**config.mk**
```make
export PLATFORM = sky130hd
export DESIGN_NAME = road_conflict_monitor
export DESIGN_NICKNAME = d
export VERILOG_FILES = /design/src/rtl/road_conflict_monitor.sv
export SDC_FILE = /design/constraint.sdc
export NUM_CORES = 1
export LEC_CHECK = 0
export CELL_PAD_IN_SITES_DETAIL_PLACEMENT = 1
export CELL_PAD_IN_SITES_GLOBAL_PLACEMENT = 1
export CORE_MARGIN = 2
export CORE_UTILIZATION = 48
export CTS_CLUSTER_SIZE = 25
export DETAILED_ROUTE_END_ITERATION = 16
export PLACE_DENSITY = 0.83
export RECOVER_POWER = 25
export SLEW_MARGIN = 10
export SYNTH_ARGS = -nofsm -noshare
export SYNTH_HDL_FRONTEND = slang
export SYNTH_SLANG_ARGS = --single-unit
```
**constraint.sdc**
```tcl
create_clock -name clk -period 4.8 [get_ports clk]
set_clock_uncertainty 0.2 [all_clocks]
set_input_delay 1.2 -clock clk [delete_from_list [all_inputs] [get_ports clk]]
set_output_delay 1.2 -clock clk [all_outputs]
set_load 0.1 [all_outputs]
```
**src/rtl/road_conflict_monitor.sv**
```systemverilog
// Four-road signal conflict monitor: mirrors controller lamp states and falls back to a
// flashing-red failsafe on conflicts or illegal sequencing. Optional stall watchdog: CONFLICT_WATCHDOG_EN.
module road_conflict_monitor #(
  parameter int MIN_YELLOW     = 2,
  parameter int FLASH_HALF     = 1,
  parameter int ALLRED_TICKS   = 2,
  parameter int WATCHDOG_TICKS = 60
) (
  input  logic       clk,
  input  logic       rst_n,
  input  logic       timer,
  input  logic [1:0] road1_state,
  input  logic [1:0] road2_state,
  input  logic [1:0] road3_state,
  input  logic [1:0] road4_state,
  input  logic       clear_fault,
  output logic [1:0] road1_out,
  output logic [1:0] road2_out,
  output logic [1:0] road3_out,
  output logic [1:0] road4_out,
  output logic       fault,
  output logic [2:0] fault_code
);

  localparam logic [1:0] ST_MONITOR = 2'd0;
  localparam logic [1:0] ST_FLASH   = 2'd1;
  localparam logic [1:0] ST_ALL_RED = 2'd2;

  localparam logic [1:0] LAMP_GREEN  = 2'b11;
  localparam logic [1:0] LAMP_YELLOW = 2'b10;
  localparam logic [1:0] LAMP_RED    = 2'b01;
  localparam logic [1:0] LAMP_DARK   = 2'b00;

  localparam logic [3:0][1:0] ALL_RED_LAMPS  = {4{LAMP_RED}};
  localparam logic [3:0][1:0] ALL_DARK_LAMPS = {4{LAMP_DARK}};

  localparam logic [3:0] MIN_YEL_C    = 4'(MIN_YELLOW);
  localparam logic [7:0] FLASH_HALF_C = 8'(FLASH_HALF);
  localparam logic [7:0] ALLRED_C     = 8'(ALLRED_TICKS);
  localparam logic [7:0] WD_LIMIT_C   = 8'(WATCHDOG_TICKS);

  // Index 0 is road1 throughout.
  logic [3:0][1:0] cur_s;
  assign cur_s = {road4_state, road3_state, road2_state, road1_state};

  logic [1:0]       state_q, state_d;
  logic [3:0][1:0]  out_q, out_d;
  logic [3:0][1:0]  prev_q, prev_d;
  logic [3:0][2:0]  ycnt_q, ycnt_d;
  logic [7:0]       tick_cnt_q, tick_cnt_d;
  logic             flash_dark_q, flash_dark_d;
  logic             first_q, first_d;
  logic             fault_q, fault_d;
  logic [2:0]       fault_code_q, fault_code_d;

  logic [2:0] nonred_s;
  logic       conflict_s, invalid_s, bad_trans_s, short_yel_s, wd_hit_s;
  logic [2:0] det_code_s;
  logic [7:0] tick_inc_s;

  assign tick_inc_s = tick_cnt_q + {7'd0, timer};

`ifdef CONFLICT_WATCHDOG_EN
  logic [7:0] wd_cnt_q, wd_cnt_d;

  // Stall counter: timer pulses since any road last changed while monitoring.
  always_comb begin
    wd_cnt_d = wd_cnt_q;
    if ((state_q != ST_MONITOR) || first_q || (cur_s != prev_q)) begin
      wd_cnt_d = 8'd0;
    end else if (timer && (wd_cnt_q != 8'hFF)) begin
      wd_cnt_d = wd_cnt_q + 8'd1;
    end else begin
      wd_cnt_d = wd_cnt_q;
    end
  end

  // Watchdog counter register.
  always_ff @(posedge clk or negedge rst_n) begin
    if (!rst_n) begin
      wd_cnt_q <= 8'd0;
    end else begin
      wd_cnt_q <= wd_cnt_d;
    end
  end

  assign wd_hit_s = (state_q == ST_MONITOR) && (wd_cnt_q >= WD_LIMIT_C);
`else
  logic [7:0] unused_wd_limit_s;
  assign unused_wd_limit_s = WD_LIMIT_C;
  assign wd_hit_s          = 1'b0;
`endif

  // Combinational safety checks on the live inputs; transitions are skipped on the reload cycle.
  always_comb begin
    nonred_s    = 3'd0;
    invalid_s   = 1'b0;
    bad_trans_s = 1'b0;
    short_yel_s = 1'b0;
    for (int i = 0; i < 4; i++) begin
      if (cur_s[i] != LAMP_RED) begin
        nonred_s = nonred_s + 3'd1;
      end else begin
        nonred_s = nonred_s;
      end
      if (cur_s[i] == LAMP_DARK) begin
        invalid_s = 1'b1;
      end else begin
        invalid_s = invalid_s;
      end
      if (!first_q) begin
        if (((prev_q[i] == LAMP_GREEN)  && (cur_s[i] == LAMP_RED))    ||
            ((prev_q[i] == LAMP_RED)    && (cur_s[i] == LAMP_YELLOW)) ||
            ((prev_q[i] == LAMP_YELLOW) && (cur_s[i] == LAMP_GREEN))) begin
          bad_trans_s = 1'b1;
        end else begin
          bad_trans_s = bad_trans_s;
        end
        if ((prev_q[i] == LAMP_YELLOW) && (cur_s[i] == LAMP_RED) &&
            ({1'b0, ycnt_q[i]} < MIN_YEL_C)) begin
          short_yel_s = 1'b1;
        end else begin
          short_yel_s = short_yel_s;
        end
      end else begin
        bad_trans_s = bad_trans_s;
        short_yel_s = short_yel_s;
      end
    end
  end

  assign conflict_s = (nonred_s > 3'd1);

  // Lowest fault code wins when several checks fire together.
  always_comb begin
    if (conflict_s) begin
      det_code_s = 3'd1;
    end else if (invalid_s) begin
      det_code_s = 3'd2;
    end else if (bad_trans_s) begin
      det_code_s = 3'd3;
    end else if (short_yel_s) begin
      det_code_s = 3'd4;
    end else if (wd_hit_s) begin
      det_code_s = 3'd5;
    end else begin
      det_code_s = 3'd0;
    end
  end

  // Next-state and output computation for the MONITOR / FLASH / ALL_RED machine.
  always_comb begin
    state_d      = state_q;
    out_d        = out_q;
    prev_d       = prev_q;
    ycnt_d       = ycnt_q;
    tick_cnt_d   = tick_cnt_q;
    flash_dark_d = flash_dark_q;
    first_d      = first_q;
    fault_d      = fault_q;
    fault_code_d = fault_code_q;
    case (state_q)
      ST_MONITOR: begin
        prev_d  = cur_s;
        first_d = 1'b0;
        for (int i = 0; i < 4; i++) begin
          if (prev_q[i] != LAMP_YELLOW) begin
            ycnt_d[i] = 3'd0;
          end else if (timer && (ycnt_q[i] != 3'd7)) begin
            ycnt_d[i] = ycnt_q[i] + 3'd1;
          end else begin
            ycnt_d[i] = ycnt_q[i];
          end
        end
        if (det_code_s != 3'd0) begin
          // Faulty inputs are replaced by red, never forwarded.
          state_d      = ST_FLASH;
          out_d        = ALL_RED_LAMPS;
          fault_d      = 1'b1;
          fault_code_d = det_code_s;
          flash_dark_d = 1'b0;
          tick_cnt_d   = {7'd0, timer};
        end else begin
          out_d      = cur_s;
          tick_cnt_d = 8'd0;
        end
      end
      ST_FLASH: begin
        if (clear_fault) begin
          state_d      = ST_ALL_RED;
          out_d        = ALL_RED_LAMPS;
          flash_dark_d = 1'b0;
          tick_cnt_d   = {7'd0, timer};
        end else if (tick_inc_s >= FLASH_HALF_C) begin
          flash_dark_d = ~flash_dark_q;
          out_d        = flash_dark_q ? ALL_RED_LAMPS : ALL_DARK_LAMPS;
          tick_cnt_d   = 8'd0;
        end else begin
          tick_cnt_d = tick_inc_s;
        end
      end
      ST_ALL_RED: begin
        out_d = ALL_RED_LAMPS;
        if (tick_inc_s >= ALLRED_C) begin
          state_d      = ST_MONITOR;
          prev_d       = cur_s;
          ycnt_d       = 12'd0;
          fault_d      = 1'b0;
          fault_code_d = 3'd0;
          first_d      = 1'b1;
          tick_cnt_d   = 8'd0;
        end else begin
          tick_cnt_d = tick_inc_s;
        end
      end
      default: begin
        state_d    = ST_ALL_RED;
        out_d      = ALL_RED_LAMPS;
        tick_cnt_d = 8'd0;
      end
    endcase
  end

  // State registers; reset lands in the all-red hold with nothing latched.
  always_ff @(posedge clk or negedge rst_n) begin
    if (!rst_n) begin
      state_q      <= ST_ALL_RED;
      out_q        <= ALL_RED_LAMPS;
      prev_q       <= ALL_RED_LAMPS;
      ycnt_q       <= 12'd0;
      tick_cnt_q   <= 8'd0;
      flash_dark_q <= 1'b0;
      first_q      <= 1'b0;
      fault_q      <= 1'b0;
      fault_code_q <= 3'd0;
    end else begin
      state_q      <= state_d;
      out_q        <= out_d;
      prev_q       <= prev_d;
      ycnt_q       <= ycnt_d;
      tick_cnt_q   <= tick_cnt_d;
      flash_dark_q <= flash_dark_d;
      first_q      <= first_d;
      fault_q      <= fault_d;
      fault_code_q <= fault_code_d;
    end
  end

  assign road1_out  = out_q[0];
  assign road2_out  = out_q[1];
  assign road3_out  = out_q[2];
  assign road4_out  = out_q[3];
  assign fault      = fault_q;
  assign fault_code = fault_code_q;

endmodule
```
Word-level counts from Yosys, hierarchy flattened
Index checks and enable logic that the tools add are counted.
{ "totals": {"ff_bits": 44, "in_bits": 12, "output_inout_bits": 12} }
{ "op_classes": {"muxes": 66, "bitwise": 1, "order_cmp": 7, "reduce_logical": 48, "add_sub_neg": 8, "n_eq_ne": 46} }
{ "ops": {"columns": ["cell", "n"], "rows": [
  ["$mux 8", 7],
  ["$mux 3", 17],
  ["$eq 2x2->1 const B", 17],
  ["$pmux 8 s2", 2],
  ["$mux 1", 28],
  ["$ne 3x3->1 const B", 9],
  ["$logic_and 1x1->1", 24],
  ["$pmux 12 s2", 1],
  ["$pmux 8 s3", 1],
  ["$add 3x1->3 const B", 7],
  ["$reduce_and 3->1", 7],
  ["$eq 2x1->1 const B", 9],
  ["$ne 2x2->1 const B", 7],
  ["$lt 3x2->1 const B", 4],
  ["$mux 12", 1],
  ["$logic_not 2->1", 5],
  ["$add 8x1->8", 1],
  ["$ge 8x1->1 const B", 1],
  ["$ge 8x2->1 const B", 1],
  ["$logic_or 1x1->1", 8],
  ["$ne 2x1->1 const B", 4],
  ["$mux 7", 1],
  ["$mux 2", 3],
  ["$pmux 1 s2", 3],
  ["other kinds (7)", 8]
]} }

Depth between registers and ports, before layout
{ "logic_depth": {"word_depth": 18, "ltp_mapped": 12, "mapped_depth_nobuf": 12} }

Worst setup path before layout
OpenSTA, ideal clock, no wires.
{ "synth_timing": {"path_kind": "input-to-reg", "from": "in road1_state[0]", "to": "reg tick_cnt_q[0]", "t_arrival_ns": 3.496, "stages": 12, "path_slack_ns": 0.977, "cell_sequence": "nor2b_1 inv_1 ha_1 inv_1 mux2i_1 ha_1 nand2b_1 or4_1 o211a_2 or4b_4 o2111ai_1 o21ai_1"} }
{ "synth_via": {"elab_chain_len": 18, "elab_cells_between_ends": 47, "cone_classes": "add/sub (3); order compare (1); eq/ne (4); mux (30); reduce/logical (9)"} }
{ "synth_rtl": {"columns": ["item", "line", "source"], "rows": [
  ["start, declared", "12", "input logic [1:0] road1_state,"],
  ["branches (longest 14 deep; another with $add 3x1->3)", null, null],
  ["$mux 3 (*)", "136", "if (conflict_s) begin"],
  ["$reduce_bool 3->1 (*)", "175", "if (det_code_s != 3'd0) begin"],
  ["$mux 1 (*)", "175", null],
  ["$pmux 8 s3 (*)", "162", "case (state_q)"],
  ["named net tick_cnt_d[0]", "50", "logic [7:0] tick_cnt_q, tick_cnt_d;"],
  ["end signal, assigned", "241", "tick_cnt_q <= tick_cnt_d;"],
  ["end, declared", "50", null]
]} }
Mark *: on every way through the listed nets, which the timed path passes.
A chain may end at the register's enable or synchronous reset.

Final worst setup path
Ends and elaborated chain as after synthesis.

==> key figures <==
Yosys
  – Synth top area cells: dfrtp_1, dfstp_2, ha_1
  – Sequential share of the synthesized area: 47.1%
  – Synth Area in Simple Gates: roughly a fifth
  – Top-count cell post-synth: dfrtp_1
  – Post-synth ARST share: 100%
  – Commonest cells post-synth: dfrtp_1, a22o_1
  – Largest family of logic cells by synthesized area: simple AND/OR/NAND/NOR gates
  – Cell area after synthesis: 0.00236 mm²
  – Distinct cells, synth: 50
  – Synth area leader: dfrtp_1
  – XOR/XNOR share of the synthesized area: under 10%
  – Yosys warns: 0
  – Compound-gate portion of the synthesized area: 14.8%
  – Post-synthesis mux area share: 6.57%
  – Gate Count Post-Synth: ~220
  – Primary FF master, synth: dfrtp_1
  – Share of the synthesized area in the top cell type: 37.1%
  – #FFs+latches synth: 44
  – Mapped Avg Cell Area: approximately 11 µm²
  – Post-Synth Adder-Cell Area: 6.89%
  – EDFF count, synth: 0

Finish
  – Ant diodes: 0
  – Filler Cells Inserted: 526
  – Fin nets: 278
  – Sequential cell area: roughly 0.0011 mm²
  – Multi-input logic area: 0.00122 mm²
  – Share of cells above drive strength 1: 16.9%
  – Synthesis-to-layout area growth: 18.8%

Floorplan
  – Ports: 24
  – Die area: 0.00550 mm²
  – Core Rows: 25
  – Die Wd: between 70 and 80 µm
  – Core area: 0.00472 mm²
  – Starting Density: 50.0%
  – Die Height: 74.2 µm

Placement
  – IO Port Bufs: 23
  – GP Congestion: 0.839
  – Detailed Place HPWL: 4220 µm

Detailed routing
  – DR top layer: met4
  – DRC Markers: 0
  – Routed wl met2: 2930 µm
  – Met3 WL post-DR: 150 µm
  – DR WL/cell: 17.8 µm
  – Final WL: 5720 µm
  – Vias/cell: roughly 5.8
  – DRT iter0 DRCs: 51
  – TritonRoute pass-1 iters: 4
  – Vias: 1850
  – Met1 Wirelength: 2560 µm
  – Final ANT Viol Nets: 0

CTS
  – Clk_lat worst skew: ~0.30 ns
  – CTS Sinks: 44
  – CTS Buf Count: 5
  – TritonCTS clock tree: done
  – Post-cts hold buffer count: 0
  – Clock-pin transition on the worst setup and hold timing paths: 0.09 ns
  – Clock Root Buffer: clkbuf_8
  – CTS HTree Levels: 2
  – Post-CTS sizing: 0
  – Clock Path Buffers: 2
  – Post-CTS setup buffers: 0

STA
  – Setup TNS: 0 ns
  – Minimum clock period: ~4.4 ns
  – RSZ-0062 raised after global routing: no
  – Final Hold Fails: 0
  – F_max: 0.226 GHz
  – Period utilisation layout: 92.1%
  – Endpoints failing setup: 0
  – Final Slew Violations: 45
  – Slew @ Worst Pin: between 2 and 2.5 ns
  – Max-slew headroom: -56.6%

GRT
  – Initial antenna violation count: 0
  – Global route overflow: 0
  – Vias in the first global route: 1991
  – Total Routing Usage GR: a little under a quarter
  – First-pass GRT wire length: 9630 µm
  – Largest net degree at the start of global routing: 45

Job
  – Max-cap violations: 1

Power and ir drop
  – Power Total: 1.44 mW
  – Largest vdd supply drop: 0.252 mV
  – PD cells: 515 mW/mm²
  – Total leakage power: 1.26 nW

Status
  – Failing checks: capacitance limit, slew limit
  – Outcome: finished with violations

Critical path
  – CP arrival: 4.39 ns
  – CP Launch Type: input pin
  – CP Max Fanout: 4
  – Worst endpoint required time: 4.76 ns
  – Setup Crit Path Kind: in2reg
  – Crit. End Element: register

Min path
  – Worst Hold Class: reg2reg
## through the flow
step	cells	hold WS, ns	util [%]	worst slack (ns)	cell area (µm²)
after floorplan	221	0.268	-	0.977	2380
after global placement	313	0.256	57.5	0.292	2720
after detailed placement	313	0.266	57.5	0.161	2720
after CTS	321	0.278	59.4	0.401	2810
after global routing	321	0.303	59.4	0.219	2810
final	321	0.273	59.4	0.380	2810
## sequential cells by signal, indices dropped and copies added (netlist names)
name	count
first_q	1
road2_out	2
fault_code	3
ycnt_q	12
road3_out	2
flash_dark_q	1
road1_out	2
state_q	2
fault	1
prev_q	8
road4_out	2
tick_cnt_q	8
## layer usage
| metal | GRT usage (%) | vias to the layer above |
|---|---|---|
| met5 | 0 | - |
| met4 | 7.47 | 0 |
| met3 | 4.20 | 10 |
| met2 | 40.0 | 28 |
| met1 | 30.0 | 953 |
| li1 | - | 859 |
## area by class of cell
cell class / instances / area share [%]
flip-flops and latches: 44 / 39.6
multi-input cells: 166 / 43.6
clock inverters: 2 / 0.357
well taps: 67 / 2.99
inverters: 7 / 0.936
repair buffers: 29 / 9.59
clock buffers: 6 / 2.94
## cells in the final DEF (no fill, tap or decap), types with 3 or more instances in the layout
cell type | synthesis | layout
dfstp_2 | 9 | 9
a21oi_1 | 3 | 3
o21ai_1 | 5 | 5
nor2b_1 | 13 | 13
xor2_1 | 4 | 4
inv_1 | 7 | 7
o21ai_0 | 9 | 9
and3_1 | 4 | 4
a22o_1 | 15 | 15
ha_1 | 13 | 13
dfrtp_1 | 35 | 35
nor2_1 | 13 | 13
mux2_2 | 12 | 12
nand3b_1 | 3 | 3
nor4_1 | 3 | 3
nand3_1 | 4 | 4
buf_4 | 0 | 6
conb_1 | 1 | 7
clkdlybuf4s50_1 | 0 | 22
nand2_1 | 13 | 13
clkbuf_8 | 0 | 6
nand2b_1 | 7 | 7
## final timing paths
check / startpoint / endpoint / slack (ns) / depth (start not counted)
worst max-delay path: road1_state[0] / tick_cnt_q[0] / 0.38 / 13
worst min-delay path: road1_out[0] / road1_out[0] / 0.27 / 2
worst max register to register: prev_q[6] / tick_cnt_q[0] / 2.10 / 6
worst min register to register: road1_out[0] / road1_out[0] / 0.27 / 2
max in group asynchronous: rst_n / prev_q[1] / 1.66 / 1
min in group asynchronous: rst_n / tick_cnt_q[5] / 1.41 / 1
## where the power goes
| part | internal (mW) | total (mW) | switching (mW) |
|---|---|---|---|
| Combinational | 0.219 | 0.621 | 0.401 |
| Sequential | 0.488 | 0.581 | 0.0928 |
| Clock | 0.115 | 0.243 | 0.128 |
| Total | 0.823 | 1.44 | 0.622 |
## cell families (layout without fill, tap and decap cells)
family	count (synthesis)	count (layout)
simple gates	80	80
compound gates	47	47
flops	44	44
mux	14	14
fa+ha+maj	13	13
buf+inv	11	44
xor+xnor	5	5
other cells	1	7
## worst max-delay path: stages
cell and delay, ns:
clkdlybuf4s50_1 0.48, nor2b_1 0.30, inv_1 0.09, ha_1 0.22
inv_1 0.07, mux2i_1 0.10, ha_1 0.34, nand2b_1 0.13
or4_1 0.39, o211a_2 0.18, or4b_4 0.52, o2111ai_1 0.22
o21ai_1 0.13
Power figures use the tool's default switching activity.
